### config.mk
export PLATFORM = sky130hd
export DESIGN_NAME = reset_sequencer
export DESIGN_NICKNAME = d
export VERILOG_FILES = /design/src/rtl/reset_sequencer_pkg.sv /design/src/rtl/reset_sequencer_sync_2ff.sv /design/src/rtl/reset_sequencer.sv
export SDC_FILE = /design/constraint.sdc
export NUM_CORES = 1
export LEC_CHECK = 0
export CORE_ASPECT_RATIO = 1.2
export CORE_MARGIN = 2
export CORE_UTILIZATION = 40
export DETAILED_ROUTE_END_ITERATION = 10
export GPL_TIMING_DRIVEN = 1
export PLACE_DENSITY_LB_ADDON = 0.25
export SYNTH_ARGS = -nofsm -noshare
export SYNTH_HDL_FRONTEND = slang
export SYNTH_SLANG_ARGS = --single-unit
export TNS_END_PERCENT = 1
### constraint.sdc
create_clock -name clk -period 1.7 [get_ports clk]
set_clock_uncertainty 0.1 [all_clocks]
set_input_delay 0.425 -clock clk [delete_from_list [all_inputs] [get_ports clk]]
set_output_delay 0.425 -clock clk [all_outputs]
set_load 0.02 [all_outputs]
### src/rtl/reset_sequencer_pkg.sv
// Shared types for the staged reset sequencer: FSM states, reset-cause codes and a sizing helper.
package reset_seq_pkg;

   typedef enum logic [1:0] {
      ST_HOLD     = 2'd0,
      ST_WAIT_MEM = 2'd1,
      ST_CPU_DLY  = 2'd2,
      ST_RUN      = 2'd3
   } seq_state_t;

   localparam logic [1:0] CAUSE_POR = 2'b00;
   localparam logic [1:0] CAUSE_BTN = 2'b01;
   localparam logic [1:0] CAUSE_DTR = 2'b10;

   function automatic int max3(input int a, input int b, input int c);
      int m;
      m = (a > b) ? a : b;
      return (m > c) ? m : c;
   endfunction

endpackage

### src/rtl/reset_sequencer_sync_2ff.sv
// Two-flop synchronizer with asynchronous active-low reset to a parameterised value.
module sync_2ff #(
   parameter logic RST_VAL = 1'b0
) (
   input  logic i_clk,
   input  logic i_rst_n,
   input  logic i_d,
   output logic o_q
);

   logic [1:0] r_sync;

   always_ff @(posedge i_clk or negedge i_rst_n) begin
      if (!i_rst_n) r_sync <= {2{RST_VAL}};
      else          r_sync <= {r_sync[0], i_d};
   end

   assign o_q = r_sync[1];

endmodule

### src/rtl/reset_sequencer.sv
// Staged reset sequencer: memory released first, CPU after mem_ready (or timeout).
// Optional button debounce enabled by defining RESET_BTN_DEBOUNCE_EN.
module reset_sequencer
   import reset_seq_pkg::*;
#(
   parameter int HOLD_CYCLES      = 16,
   parameter int CPU_DELAY_CYCLES = 8,
   parameter int READY_TIMEOUT    = 1024
`ifdef RESET_BTN_DEBOUNCE_EN
   ,
   parameter int DEBOUNCE_CYCLES  = 50000
`endif
) (
   input  logic       clk,
   input  logic       reset_n,
   input  logic       reset_dtr,
   input  logic       btn_n,
   input  logic       mem_ready,
   output logic       reset_mem,
   output logic       reset_cpu,
   output logic [1:0] reset_cause,
   output logic       mem_timeout
);

   localparam int CW = $clog2(max3(HOLD_CYCLES, CPU_DELAY_CYCLES, READY_TIMEOUT) + 1);
   localparam logic [CW-1:0] HOLD_LOAD = CW'(HOLD_CYCLES - 1);
   localparam logic [CW-1:0] CPU_LOAD  = CW'(CPU_DELAY_CYCLES - 1);
   localparam logic [CW-1:0] TO_LAST   = CW'(READY_TIMEOUT - 1);

   logic w_rst_n;
   logic w_btn_sync;
   logic w_btn_req;
   logic w_req;

   seq_state_t    r_state;
   logic [CW-1:0] r_cnt;
   logic          r_reset_mem;
   logic          r_reset_cpu;
   logic [1:0]    r_cause;
   logic          r_timeout;

   // Reset bridge: asserts asynchronously, releases two edges after reset_n rises.
   sync_2ff #(.RST_VAL(1'b0)) u_rst_sync (
      .i_clk   (clk),
      .i_rst_n (reset_n),
      .i_d     (1'b1),
      .o_q     (w_rst_n)
   );

   sync_2ff #(.RST_VAL(1'b1)) u_btn_sync (
      .i_clk   (clk),
      .i_rst_n (reset_n),
      .i_d     (btn_n),
      .o_q     (w_btn_sync)
   );

`ifdef RESET_BTN_DEBOUNCE_EN
   localparam int DW = $clog2(DEBOUNCE_CYCLES + 1);
   localparam logic [DW-1:0] DB_LAST = DW'(DEBOUNCE_CYCLES - 1);

   logic [DW-1:0] r_db_cnt;

   // Counts consecutive low samples, saturating one short of the threshold.
   always_ff @(posedge clk or negedge w_rst_n) begin
      if (!w_rst_n)                r_db_cnt <= '0;
      else if (w_btn_sync)         r_db_cnt <= '0;
      else if (r_db_cnt != DB_LAST) r_db_cnt <= r_db_cnt + 1'b1;
   end

   assign w_btn_req = !w_btn_sync && (r_db_cnt == DB_LAST);
`else
   assign w_btn_req = !w_btn_sync;
`endif

   assign w_req = w_btn_req | reset_dtr;

   always_ff @(posedge clk or negedge w_rst_n) begin
      if (!w_rst_n) begin
         r_state     <= ST_HOLD;
         r_cnt       <= HOLD_LOAD;
         r_reset_mem <= 1'b1;
         r_reset_cpu <= 1'b1;
         r_cause     <= CAUSE_POR;
         r_timeout   <= 1'b0;
      end else if (w_req) begin
         r_state     <= ST_HOLD;
         r_cnt       <= HOLD_LOAD;
         r_reset_mem <= 1'b1;
         r_reset_cpu <= 1'b1;
         r_cause     <= w_btn_req ? CAUSE_BTN : CAUSE_DTR;
         r_timeout   <= 1'b0;
      end else begin
         case (r_state)
            ST_HOLD: begin
               if (r_cnt == '0) begin
                  r_state     <= ST_WAIT_MEM;
                  r_reset_mem <= 1'b0;
               end else begin
                  r_cnt <= r_cnt - 1'b1;
               end
            end
            ST_WAIT_MEM: begin
               if (mem_ready) begin
                  r_state <= ST_CPU_DLY;
                  r_cnt   <= CPU_LOAD;
               end else if (r_cnt == TO_LAST) begin
                  r_state   <= ST_CPU_DLY;
                  r_cnt     <= CPU_LOAD;
                  r_timeout <= 1'b1;
               end else begin
                  r_cnt <= r_cnt + 1'b1;
               end
            end
            ST_CPU_DLY: begin
               if (r_cnt == '0) begin
                  r_state     <= ST_RUN;
                  r_reset_cpu <= 1'b0;
               end else begin
                  r_cnt <= r_cnt - 1'b1;
               end
            end
            default: ;
         endcase
      end
   end

   assign reset_mem   = r_reset_mem;
   assign reset_cpu   = r_reset_cpu;
   assign reset_cause = r_cause;
   assign mem_timeout = r_timeout;

endmodule
==> impl_metrics.tcl, run 1 <==
set metrics [dict create \
    rrSetupSlack_ps -370 \
    setup_tns_ps -4100 \
    row_count 22 \
    worstPathArrival_ps 2190 \
    power.leakage_nw 0.929 \
    final_core_util_pct 62.0 \
    power_mw 1.07 \
    critPathLaunchType "flop" \
    synth.cell_area_mm2 0.00131 \
    setup_slack_ps -375 \
    criticalPathCategory "reg2reg" \
    place_inst 225 \
    required_ps 1810 \
    htreeDepth 1 \
    drive_gt1_share_pct 39.8 \
    setup_violations 13 \
    hold_class "reg2async" \
    fin_nets 207 \
    status "finished with violations" \
    ant_nets 0 \
    report.final.slew_viol_count 0 \
    syn-num-nets 151 \
    reg2reg_depth 6 \
    wl_mm 3.50 \
    final.fill_count 290 \
    finalNonFillerCells 232 \
    area_growth_pct 46.9 \
    cp-end-kind "flop" \
    drc 0 \
    start_util_pct 42.2 \
    antenna_found_initial 0 \
    path_max_fanout 7 \
    cts_tree "built" \
    violations "setup timing" \
    worstReg2RegStart "r_cnt[0]" \
    max_freq_ghz 0.482 \
    gp_congestion 0.920 \
    p_per_area_mw_per_mm2 555 \
    portBuffers 9 \
    rsz0062_at_grt "yes" \
    yosys-top-cells-count "dfrtp_1 (14), nand2_1 (13), nor2_1 (12), dfstp_2 (8), inv_1 (7)" \
    placed_cell_area_mm2 0.00179 \
    grt_pass1_wl_mm 5.98 \
    synth_top_area_share_pct 26.7 \
    first_iter_violations 36 \
    avgRoutedWirePerCell_um 15.1 \
    synth.avg_cell_area_um2 9.32 \
    synthArstFlopShare_pct 100 \
    met1_usage_pct 23.0 \
    grtUsageMet3_pct 2.72 \
    whs_ps 116 \
    grt_overflow 0 \
    clockRootBuffer "clkbuf_4" \
    synth_top_area_cell "dfrtp_1" \
    dieArea_mm2 0.00376 \
    grt_max_degree 19 \
    pin_count 10 \
    cpPeakStageDelay_ps 600 \
    synth_area_leaders "dfrtp_1 (27%), dfstp_2 (16%), ha_1 (4.8%)" \
    die_h_um 66.8 \
    crit_chain "ha_4, nand3_4, o41a_1, o21ai_4, nor2b_4, a22o_1" \
    dp_hpwl_mm 2.65 \
    grt_use_met2_pct 38.1 \
    track_usage_pct 20.6 \
    clockBufferDepth 2 \
    cts.sinks 22 \
    ir_drop_v 0.000400 \
    yosysMostFrequentCell "dfrtp_1" \
    maxCapViolCount 0 \
    synthDistinctLibCells 46 \
    yosys_warnings 0 \
    clk_latency_ps 310 \
    period_share_pct 122 \
    num_vias 1286 \
    period_minus_slack_ps 2070 \
    synth-main-ff-cell "dfrtp_1" \
    hold_viol_final 0 \
    crit_slowest_cell "dfstp_2" \
    fp.dieW_um 56.3 \
    r2r-end "r_cnt[9]" \
    synth_edf_count 0 \
    cts_inserted_buffers 3 \
    clkTransAtPathRegs_ps 130 \
    pre_cts_ws_ps -437 \
    grt_pass1_vias 1372 \
    drtPass1Iterations 4 \
    n_antenna_cell 0 \
    grt_busiest_layer "met2" \
    ys_seq_area_share_pct 42.7 \
    core_mm2 0.00311 \
    synth_cells 141 \
    vias_per_cell 5.54 \
    final_area_mm2 0.00193 \
    synth-seq-cells 22 \
]
-- power breakdown --
part | leakage [nW] | switching (mW) | internal, mW | total [mW]
clock | 0.0279 | 0.171 | 0.238 | 0.409
combinational | 0.630 | 0.0593 | 0.0559 | 0.115
sequential | 0.271 | 0.00740 | 0.538 | 0.545
total | 0.929 | 0.238 | 0.832 | 1.07
-- kinds of logic (layout without fill, tap and decap cells) --
family	after synthesis	in the layout	share of synthesized area (%)
other	1	1	0.285
AOI/OAI and AO/OA	38	38	20.8
xor gates and xnor gates	3	3	2.00
DFF	22	22	42.7
and+or+nand+nor	56	56	23.0
muxes	3	3	2.38
buffers and inverters	13	68	4.19
adders and majority gates	5	5	4.76
-- critical path, delay by kind of cell, from the launching register on --
family                     cells  cell delay (ps)
AOI/OAI and AO/OA              3              920
DFF                            1              600
and+or+nand+nor                2              190
adders and majority gates      1              160
-- placed cells by master, fill, tap and decap left out, types with 4 or more instances in the layout --
cell / count
a22o_1: 6
dfstp_2: 8
nor2_1: 12
nand2_1: 13
nand3_1: 5
dfrtp_1: 14
a21oi_1: 4
buf_6: 6
nor2b_1: 6
clkdlybuf4s50_1: 4
buf_4: 42
inv_1: 5
o21ai_1: 5
-- per-layer routing --
| metal | up-vias | part of all wire (%) |
|---|---|---|
| met5 | - | 0 |
| met4 | 0 | 3.9 |
| met3 | 14 | 3.1 |
| met2 | 33 | 51 |
| met1 | 625 | 42 |
| li1 | 614 | - |
-- final cells by class --
cell class	instances	area, um2	area share, %
sequential	22	561	29.1
clock buffer	3	22.5	1.17
multi-input combinational	106	786	40.7
tap	36	45.0	2.33
timing repair buffer	57	459	23.8
inverter	7	26.3	1.36
clock inverter	1	30.0	1.56
-- flip-flops by register name, indices dropped and copies added, names as in the netlist --
register	count
r_cnt	11
r_state	2
reset_cause	2
u_btn_sync.r_sync	2
u_rst_sync.r_sync	2
mem_timeout	1
reset_cpu	1
reset_mem	1
-- worst max path at each step --
stage                     startpoint        to  slack (ps)  cells after the start
after floorplan             r_cnt[0]  r_cnt[6]        -340                      9
after global placement      r_cnt[0]  r_cnt[4]        -430                      6
after detailed placement    r_cnt[0]  r_cnt[9]        -440                      6
after CTS                   r_cnt[1]  r_cnt[4]        -390                      6
after global routing        r_cnt[0]  r_cnt[9]        -450                      6
final                       r_cnt[0]  r_cnt[9]        -370                      6
-- timing repair --
action                     4_1_cts  5_1_grt
gates resized for setup         17       13
pin swaps                       16       12
hold buffers                     0        0
setup endpoints to repair       19       18
setup buffers                    3        0
(Power assumes the default switching activity.)
==> inputs of run 2 (changes only) <==
--- a/config.mk
+++ b/config.mk
@@ -8,6 +8,7 @@
 export CORE_ASPECT_RATIO = 1.2
 export CORE_MARGIN = 2
 export CORE_UTILIZATION = 40
+export CTS_CLUSTER_DIAMETER = 60
 export DETAILED_ROUTE_END_ITERATION = 10
 export GPL_TIMING_DRIVEN = 1
 export PLACE_DENSITY_LB_ADDON = 0.25
==> constraint.sdc (replaced) <==
create_clock -name clk -period 2.45 [get_ports clk]
set_clock_uncertainty 0.1 [all_clocks]
set_input_delay 0.6125 -clock clk [delete_from_list [all_inputs] [get_ports clk]]
set_output_delay 0.6125 -clock clk [all_outputs]
set_load 0.02 [all_outputs]
==> impl_metrics.tcl, run 2 (synthesized netlist as in run 1, its figures left out) <==
set metrics [dict create \
    status "finished clean" \
    pre_cts_ws_ps 122 \
    row_count 22 \
    hold_viol_final 0 \
    avgRoutedWirePerCell_um 16.3 \
    antenna_found_initial 0 \
    power_uw 718 \
    finalNonFillerCells 191 \
    fin_nets 166 \
    maxCapViolCount 0 \
    area_growth_pct 16.1 \
    period_minus_slack_ps 2270 \
    crit_slowest_cell "dfstp_2" \
    n_antenna_cell 0 \
    clkTransAtPathRegs_ps 130 \
    dieArea_mm2 0.00376 \
    cp-end-kind "flop" \
    htreeDepth 1 \
    final_area_mm2 0.00153 \
    wl_mm 3.12 \
    required_ps 2570 \
    clockBufferDepth 2 \
    placed_cell_area_mm2 0.00147 \
    worstPathArrival_ps 2390 \
    die_h_um 66.8 \
    grt_pass1_vias 1128 \
    cts_inserted_buffers 3 \
    portBuffers 9 \
    comb_power_share_pct 7.6 \
    p_per_area_mw_per_mm2 471 \
    cp_num_buf_inv 0 \
    multi_input_area_um2 698 \
    layout_common_cells "dfrtp_1 (14), nand2_1 (13), nor2_1 (12), clkdlybuf4s50_1 (9), dfstp_2 (8)" \
    setup_violations 0 \
    cpPeakStageDelay_ps 610 \
    crit_chain "ha_1, nand3_2, o41a_1, o21ai_4, o21ai_1, a22o_1" \
    p_seq_share_pct 53.5 \
    sw_frac_of_total_pct 21.4 \
    core_mm2 0.00311 \
    critical-path-top-delay-family "compound AO/OA/AOI/OAI gates" \
    grt_max_degree 19 \
    grt_pass1_wl_mm 5.34 \
    worstReg2RegStart "r_cnt[0]" \
    reg2reg_depth 6 \
    report.final.slew_viol_count 0 \
    grt_overflow 0 \
    critPathLaunchType "flop" \
    cts.sinks 22 \
    postCtsHoldBufs 0 \
    clockRootBuffer "clkbuf_4" \
    criticalPathCategory "reg2reg" \
    clockPowerShare_pct 38.9 \
    drive_gt1_share_pct 15.5 \
    track_usage_pct 18.7 \
    max_freq_ghz 0.440 \
    whs_ps 219 \
    ir_drop_v 0.000343 \
    drtPass1Iterations 4 \
    period_share_pct 92.8 \
    netSwitchingPower_uw 153 \
    vias_per_cell 5.86 \
    setup_slack_ps 176 \
    first_iter_violations 43 \
    drc 0 \
    place_inst 186 \
    power.leakage_nw 0.684 \
    rrSetupSlack_ps 180 \
    hold_class "reg2async" \
    start_util_pct 42.2 \
    ff_latch_area_um2 561 \
    pin_count 10 \
    setup_tns_ps 0 \
    num_vias 1120 \
    path_max_fanout 8 \
    tightest_slew_ps 750 \
    clk_latency_ps 310 \
    fp.dieW_um 56.3 \
    gp_congestion 0.952 \
    cts_tree "built" \
    slew_headroom_pct 50.0 \
    final_core_util_pct 49.0 \
    ant_nets 0 \
    r2r-end "r_cnt[4]" \
    largest_register_ff_count 11 \
    dp_hpwl_mm 2.29 \
    rsz0062_at_grt "no" \
    final_common_cell "dfrtp_1" \
    final.fill_count 302 \
    top_register "r_cnt" \
    internal_power_uw 564 \
]
[run 2: changes by cell type in the layout (fill, tap and decap cells not counted), sizes merged]
cell | before | now
dlygate4sd2 | 3 | 0
clkbuf | 5 | 3
clkdlybuf4s50 | 4 | 9
buf | 48 | 7
[run 2: layout make-up]
class	count	area share, %
Multi-Input combinational cell	106	45.8
Sequential cell	22	36.8
Timing Repair Buffer	16	9.35
Tap cell	36	2.95
Clock inverter	1	1.97
Inverter	7	1.72
Clock buffer	3	1.48
[run 2: how the worst max path moves through the flow]
stage / start / endpoint / slack, ps / cells past startpoint
after floorplan: r_cnt[0] / r_cnt[8] / 280 / 9
after global placement: r_cnt[0] / r_cnt[8] / 170 / 6
after detailed placement: reset_dtr / r_cnt[9] / 120 / 7
after CTS: r_cnt[0] / r_cnt[4] / 100 / 6
after global routing: r_state[0] / r_cnt[8] / 50 / 7
final: r_cnt[0] / r_cnt[4] / 180 / 6
[run 2: power groups by stage]
stage	Combinational (mW)	Clock (mW)	Sequential (mW)
2_1_floorplan	0.0278	0	0.390
3_3_place_gp	0.0522	0	0.390
3_5_place_dp	0.0525	0	0.391
4_1_cts	0.0529	0.287	0.385
5_1_grt	0.0597	0.301	0.387
6_report	0.0543	0.279	0.384
[run 2: repair_timing]
item	4_1_cts	5_1_grt
buffers inserted	0	1
endpoints found under the setup margin	0	4
hold endpoints to repair	0	0
resized for setup	0	0
[run 2: routing by layer]
| layer | part of all wire, % | up-vias | track usage (%) | wire [um] |
|---|---|---|---|---|
| li1 | - | 534 | - | - |
| met2 | 52 | 40 | 31.5 | 1610 |
| met5 | 0 | - | 0 | 0 |
| met1 | 42 | 534 | 23.6 | 1300 |
| met3 | 3.9 | 12 | 1.36 | 120 |
| met4 | 2.7 | 0 | 10.7 | 84 |
==> inputs of run 3 (changes only) <==
--- a/config.mk
+++ b/config.mk
@@ -12,6 +12,7 @@
 export DETAILED_ROUTE_END_ITERATION = 10
 export GPL_TIMING_DRIVEN = 1
 export PLACE_DENSITY_LB_ADDON = 0.25
+export SKIP_LAST_GASP = 1
 export SYNTH_ARGS = -nofsm -noshare
 export SYNTH_HDL_FRONTEND = slang
 export SYNTH_SLANG_ARGS = --single-unit
==> results of run 3 <==
Same layout as run 2: the final DEF is identical, and so are final timing and power.
